--- src/rtl/lock_sequencer.sv ---
// -----------------------------------------------------------------------------
// lock_sequencer
//
// Sequencing controller for the digit-comparator datapath of the security
// lock. One keypad digit is accepted per digit_valid strobe; the current digit
// index (pos) and the alarm flag are driven to the primary and secondary
// comparators, whose combinational per-digit results come back on match_pri /
// match_sec in the same cycle. Mismatches are accumulated into a sticky flag.
// At the end of an attempt the block unlocks, counts a failure, escalates to
// alarm mode (secondary password), or enters a timed lockout.
//
// Optional feature macro: LOCK_LOCKOUT_EN
//   defined   - a failed alarm-mode attempt enters LOCKOUT for LOCKOUT_CYCLES
//   undefined - no LOCKOUT state; a failed alarm-mode attempt stays in ENTRY
//               and locked_out is tied low
//
// Parameters:
//   PRI_LEN        digits in the primary password (1..7)
//   SEC_LEN        digits in the secondary/alarm password (1..7)
//   MAX_FAIL       failed primary attempts that raise alarm (1..7)
//   UNLOCK_CYCLES  cycles unlock stays high (>=1)
//   LOCKOUT_CYCLES cycles keypad input is ignored after a failed alarm attempt
//
// Ports:
//   clk          in   rising-edge clock
//   rst_n        in   asynchronous active-low reset
//   digit_valid  in   one-cycle keypad digit strobe
//   clear        in   abort the current entry (wins over digit_valid)
//   match_pri    in   primary comparator result for the digit at pos
//   match_sec    in   secondary comparator result for the digit at pos
//   pos          out  [2:0] 0-based index of the digit being entered
//   alarm        out  alarm mode; selects the secondary comparator
//   unlock       out  lock release
//   fail_pulse   out  one-cycle pulse per completed wrong attempt
//   fail_cnt     out  [2:0] failed primary attempts since last success
//   locked_out   out  high while keypad input is ignored
// -----------------------------------------------------------------------------
module lock_sequencer #(
  parameter int PRI_LEN        = 4,
  parameter int SEC_LEN        = 5,
  parameter int MAX_FAIL       = 3,
  parameter int UNLOCK_CYCLES  = 16,
  parameter int LOCKOUT_CYCLES = 64
) (
  input  logic       clk,
  input  logic       rst_n,
  input  logic       digit_valid,
  input  logic       clear,
  input  logic       match_pri,
  input  logic       match_sec,
  output logic [2:0] pos,
  output logic       alarm,
  output logic       unlock,
  output logic       fail_pulse,
  output logic [2:0] fail_cnt,
  output logic       locked_out
);

  // One shared dwell counter serves both timed states, so it is sized for the
  // longer of the two.
  localparam int DWELL_MAX = (UNLOCK_CYCLES > LOCKOUT_CYCLES) ? UNLOCK_CYCLES
                                                              : LOCKOUT_CYCLES;
  localparam int DWELL_W   = $clog2(DWELL_MAX + 1);

  // The counter is loaded with N-1 and the state exits when it reads zero,
  // which gives exactly N cycles of the registered output.
  localparam logic [DWELL_W-1:0] UNLOCK_LOAD  = DWELL_W'(UNLOCK_CYCLES - 1);
`ifdef LOCK_LOCKOUT_EN
  localparam logic [DWELL_W-1:0] LOCKOUT_LOAD = DWELL_W'(LOCKOUT_CYCLES - 1);
`endif

  localparam logic [2:0] PRI_LAST = 3'(PRI_LEN - 1);
  localparam logic [2:0] SEC_LAST = 3'(SEC_LEN - 1);
  localparam logic [2:0] FAIL_MAX = 3'(MAX_FAIL);

  typedef enum logic [1:0] {
    ENTRY    = 2'd0,
    UNLOCKED = 2'd1
`ifdef LOCK_LOCKOUT_EN
    ,
    LOCKOUT  = 2'd2
`endif
  } state_t;

  state_t               state, state_nxt;
  logic [DWELL_W-1:0]   dwell, dwell_nxt;
  logic                 bad, bad_nxt;
  logic [2:0]           pos_nxt;
  logic [2:0]           fail_cnt_nxt;
  logic                 alarm_nxt;
  logic                 fail_pulse_nxt;

  logic [2:0]           len_last;
  logic                 match_sel;
  logic                 bad_acc;
  logic [2:0]           fail_inc;

  // Comparator selection follows the alarm flag; alarm only changes at an
  // attempt boundary (pos = 0), so an attempt never mixes the two passwords.
  assign len_last  = alarm ? SEC_LAST : PRI_LAST;
  assign match_sel = alarm ? match_sec : match_pri;
  assign bad_acc   = bad | ~match_sel;
  // fail_cnt only increments while alarm is low, i.e. below MAX_FAIL <= 7,
  // so this never wraps.
  assign fail_inc  = fail_cnt + 3'd1;

  // ---------------------------------------------------------------------------
  // Next-state / next-output logic
  // ---------------------------------------------------------------------------
  always_comb begin
    state_nxt      = state;
    dwell_nxt      = dwell;
    bad_nxt        = bad;
    pos_nxt        = pos;
    fail_cnt_nxt   = fail_cnt;
    alarm_nxt      = alarm;
    fail_pulse_nxt = 1'b0;

    case (state)
      ENTRY: begin
        if (clear) begin
          // Abort only: not counted as a failure, simultaneous digit dropped.
          pos_nxt = 3'd0;
          bad_nxt = 1'b0;
        end else if (digit_valid) begin
          if (pos < len_last) begin
            pos_nxt = pos + 3'd1;
            bad_nxt = bad_acc;
          end else begin
            pos_nxt = 3'd0;
            bad_nxt = 1'b0;
            if (!bad_acc) begin
              state_nxt    = UNLOCKED;
              dwell_nxt    = UNLOCK_LOAD;
              fail_cnt_nxt = 3'd0;
              alarm_nxt    = 1'b0;
            end else if (!alarm) begin
              fail_pulse_nxt = 1'b1;
              fail_cnt_nxt   = fail_inc;
              if (fail_inc == FAIL_MAX) begin
                alarm_nxt = 1'b1;
              end
            end else begin
              // Alarm-mode failure: fail_cnt is already saturated at MAX_FAIL.
              fail_pulse_nxt = 1'b1;
`ifdef LOCK_LOCKOUT_EN
              state_nxt      = LOCKOUT;
              dwell_nxt      = LOCKOUT_LOAD;
`endif
            end
          end
        end
      end

      UNLOCKED: begin
        if (dwell == '0) begin
          state_nxt = ENTRY;
        end else begin
          dwell_nxt = dwell - 1'b1;
        end
      end

`ifdef LOCK_LOCKOUT_EN
      LOCKOUT: begin
        // alarm is deliberately left set on return to ENTRY.
        if (dwell == '0) begin
          state_nxt = ENTRY;
        end else begin
          dwell_nxt = dwell - 1'b1;
        end
      end
`endif

      default: begin
        state_nxt = ENTRY;
        dwell_nxt = '0;
      end
    endcase
  end

  // ---------------------------------------------------------------------------
  // State and registered outputs
  // ---------------------------------------------------------------------------
  always_ff @(posedge clk or negedge rst_n) begin
    if (!rst_n) begin
      state      <= ENTRY;
      dwell      <= '0;
      bad        <= 1'b0;
      pos        <= 3'd0;
      fail_cnt   <= 3'd0;
      alarm      <= 1'b0;
      fail_pulse <= 1'b0;
      unlock     <= 1'b0;
    end else begin
      state      <= state_nxt;
      dwell      <= dwell_nxt;
      bad        <= bad_nxt;
      pos        <= pos_nxt;
      fail_cnt   <= fail_cnt_nxt;
      alarm      <= alarm_nxt;
      fail_pulse <= fail_pulse_nxt;
      // Decoded from the next state so the output is a flop, not state decode.
      unlock     <= (state_nxt == UNLOCKED);
    end
  end

`ifdef LOCK_LOCKOUT_EN
  always_ff @(posedge clk or negedge rst_n) begin
    if (!rst_n) begin
      locked_out <= 1'b0;
    end else begin
      locked_out <= (state_nxt == LOCKOUT);
    end
  end
`else
  assign locked_out = 1'b0;
`endif

endmodule

--- config.mk ---
export PLATFORM = sky130hd
export DESIGN_NAME = lock_sequencer
export DESIGN_NICKNAME = d
export VERILOG_FILES = /design/src/rtl/lock_sequencer.sv
export SDC_FILE = /design/constraint.sdc
export NUM_CORES = 1
export LEC_CHECK = 0
export ABC_AREA = 1
export CELL_PAD_IN_SITES_DETAIL_PLACEMENT = 1
export CELL_PAD_IN_SITES_GLOBAL_PLACEMENT = 1
export CORE_AREA = 5 5 61 63
export DETAILED_ROUTE_END_ITERATION = 10
export DIE_AREA = 0 0 66 68
export GPL_TIMING_DRIVEN = 0
export PLACE_DENSITY_LB_ADDON = 0.1
export RECOVER_POWER = 100
export SLEW_MARGIN = 5
export SYNTH_ARGS = -nofsm -noshare
export SYNTH_HDL_FRONTEND = slang
export SYNTH_SLANG_ARGS = --single-unit
--- constraint.sdc ---
create_clock -name clk -period 2.6 [get_ports clk]
set_input_delay 0.39 -clock clk [delete_from_list [all_inputs] [get_ports clk]]
set_output_delay 0.39 -clock clk [all_outputs]
set_load 0.02 [all_outputs]
==> results.cfg <==
[floorplanning]
floorplan.initialDensity = 0.364
die_area_um2 = 4490
chip_height_um = 68
standard_cell_row_count = 21
design.portCount = 16
core_area_um2 = 3180
width_of_the_die_um = 66

[setup_path]
critical_path_class = flop to flop
cell_chain_of_the_critical_path = inv_1 -> ha_1 -> nand2_1 -> inv_1 -> nand2_2 -> nand2_4 -> nand3_1 -> nand2_1 -> nand2_1 -> nand2_1 -> nand2_1
endpoint_kind = flop
worst-endpoint-required_ns = 2.81
worst-endpoint-arrival_ns = 2.25
crit_slowest_cell = sky130_fd_sc_hd__dfrtp_1
critical_path.max_fanout = 8
critPathBufInv = 2
timing.critical_path.max_delay_family = simple AND/OR/NAND/NOR gates
critical_path.startpoint_type = flop
crit_path_frequent_cell = sky130_fd_sc_hd__nand2_1
cp_slowest_stage_delay_ns = 0.50

[cells_and_area]
fin_cells = 206
antenna_cells_inserted = 0
areaGrowthSynthToFinish_pct = 17.3
post-route-util = 0.427
layout_common_cells = 42 x sky130_fd_sc_hd__nand2_1, 22 x sky130_fd_sc_hd__inv_1, 19 x sky130_fd_sc_hd__dfrtp_1, 12 x sky130_fd_sc_hd__nand3_1, 10 x sky130_fd_sc_hd__dlygate4sd3_1
post-route-cell-area_um2 = 1360
final_nets = 173
final_layout_size_suffix_gt1_frac = 0.106
final_common_cell = sky130_fd_sc_hd__nand2_1

[yosys]
yosysSeqAreaShare = 0.411
synthCells = 141
yosys_warnings = 0
ys_seq_elements = 19
postSynthAreaPerCell_um2 = 8.20
yosys.cell_types.count = 25
synthesis.area_um2 = 1160

[clock_network]
clock_tree_from_tritoncts = done
cts-resized-gates = 0
clkSinkCount = 19
numCtsBuffers = 3
cts_root_buf = sky130_fd_sc_hd__clkbuf_4
h_tree_depth = 1
clk_path_buf_depth = 2
clkTransAtPathRegs_ns = 0.12
clock_latency_ns = 0.30
cts_hold_buffers = 0
post-cts-setup-buffer-count = 0

[timing]
hold_vio_cnt_final = 0
fin_skew_ns = 0.00654
number_of_max_slew_violations_in_the_final_report = 0
timing.final.crit_share = 0.784
final_critical_path_setup_slack_ns = 0.561
tns_ns = 0
worst_pin_slew_ns = 0.888
period_minus_slack_ns = 2.04
rsz0062_at_grt = no
timing.max_slew.rel_slack = 0.406
clock.fmax_mhz = 490
report.final.setup_viol = 0

[placed_design]
io_buffers = 14
placed_cells = 202
routabilityCongestion = 0.827
post-place-ws_ns = 0.788
placement_cell_area_um2 = 1360
detailedPlacementHpwl_um = 1960

[pwr]
vdd.ir_drop.worst_v = 0.000293
power_per_unit_of_standard_cell_area_nw_per_um2 = 601
power.leakage_nw = 0.737

[global_routing]
total_global_routing_overflow = 0
first_pass_grt_wire_length_um = 4550
first_global_vias = 1010
global_route.usage.total = 0.134
grt_start_max_net_pins = 20
antenna_violations_before_repair = 0

[route]
avgViaCountPerCell = 4.65
drt_wl_total_um = 2510
antenna_viol_nets_final = 0
drt_first_iter_violations = 13
route.detailed.wl_per_inst_um = 12.2
route.vias.total = 958
1st_pass_router_iterations = 4
post-route-drc-count = 0

[job]
timing.max_cap.violations = 0

[hold_path]
worst_hold_path_type = flop to flop

[status]
result_of_the_run = finished clean
## report_power, final
group / switching (mW) / internal (mW) / total (mW)
Sequential: 0.0411 / 0.328 / 0.369
Combinational: 0.186 / 0.102 / 0.288
Clock: 0.0989 / 0.0598 / 0.159
Total: 0.325 / 0.489 / 0.815
## registers in the layout, indices dropped and copies added, names as in the netlist
signal / cells
bad: 1
dwell: 7
fail_pulse: 1
state: 2
pos: 3
fail_cnt: 3
alarm: 1
unlock: 1
## layout make-up
| type | instances | area, um2 |
|---|---|---|
| multi-input cells | 99 | 563 |
| plain buffers | 1 | 7.51 |
| repair buffers | 14 | 140 |
| inverters | 23 | 86.3 |
| flip-flops and latches | 19 | 475 |
| clock buffers | 4 | 26.3 |
| fillers | 401 | 1820 |
| well taps | 46 | 57.6 |
## synthesized netlist by cell type
cell                        n  share of area
sky130_fd_sc_hd__a21boi_0   1         0.0065
sky130_fd_sc_hd__inv_2      2         0.0065
sky130_fd_sc_hd__nor2_1     6          0.019
sky130_fd_sc_hd__nand2_1   39           0.13
sky130_fd_sc_hd__nand2_2    2          0.011
sky130_fd_sc_hd__dfrtp_1   19           0.41
sky130_fd_sc_hd__nor3_4     1          0.014
sky130_fd_sc_hd__buf_4      1         0.0065
sky130_fd_sc_hd__o22ai_1    3          0.016
sky130_fd_sc_hd__a31oi_1    1         0.0054
sky130_fd_sc_hd__o21ai_0    2         0.0087
sky130_fd_sc_hd__inv_1     21          0.068
sky130_fd_sc_hd__xor2_1     1         0.0076
sky130_fd_sc_hd__nand2_4    5          0.049
sky130_fd_sc_hd__nand3_1   11          0.048
sky130_fd_sc_hd__o21bai_1   2          0.013
sky130_fd_sc_hd__a21oi_1    5          0.022
sky130_fd_sc_hd__conb_1     1         0.0032
sky130_fd_sc_hd__nor2_2     2          0.011
sky130_fd_sc_hd__xnor2_1    1         0.0076
sky130_fd_sc_hd__nand4_1    3          0.016
sky130_fd_sc_hd__nand4_2    1          0.011
sky130_fd_sc_hd__ha_1       6          0.065
sky130_fd_sc_hd__nand3_2    1         0.0087
sky130_fd_sc_hd__nor2_4     4          0.039
## final timing paths
kind                           from     endpoint  slack (ns)  cells after the start
max in group asynchronous     rst_n  fail_cnt[2]        1.41                      1
min in group asynchronous     rst_n     dwell[3]        0.64                      1
min reg2reg                dwell[0]     dwell[0]        0.52                      2
min                        dwell[0]     dwell[0]        0.52                      2
max reg2reg                   alarm     dwell[2]        0.56                     11
max                           alarm     dwell[2]        0.56                     11
## logic make-up (layout without fill, tap and decap cells)
group,Yosys count,after routing,synth area share
flip-flops,19,19,0.411
adder cells (fa/ha/maj),6,6,0.0649
other,1,2,0.00324
AND/OR/NAND/NOR,75,75,0.353
AO/OA/AOI/OAI,14,14,0.0714
XOR/XNOR,2,2,0.0152
buffers and inverters,24,42,0.0812
## worst register-to-register path, stage by stage, from the launching register on
cell,delay (ns)
sky130_fd_sc_hd__dfrtp_1,0.50
sky130_fd_sc_hd__inv_1,0.16
sky130_fd_sc_hd__ha_1,0.32
sky130_fd_sc_hd__nand2_1,0.05
sky130_fd_sc_hd__inv_1,0.06
sky130_fd_sc_hd__nand2_2,0.06
sky130_fd_sc_hd__nand2_4,0.07
sky130_fd_sc_hd__nand3_1,0.08
sky130_fd_sc_hd__nand2_1,0.25
sky130_fd_sc_hd__nand2_1,0.23
sky130_fd_sc_hd__nand2_1,0.11
sky130_fd_sc_hd__nand2_1,0.05
## metrics by stage
step                      hold WS, ns  total power [mW]
final                           0.517             0.815
after global routing            0.540             0.884
after CTS                       0.522             0.855
after detailed placement        0.496             0.691
after global placement          0.484             0.677
after floorplan                0.0944             0.588
## routing by layer
metal  global-route usage  wire, um
met2                0.234      1210
met1                0.161      1190
met3               0.0296        94
met5                    0         0
met4               0.0533        21
(Power assumes the default switching activity.)
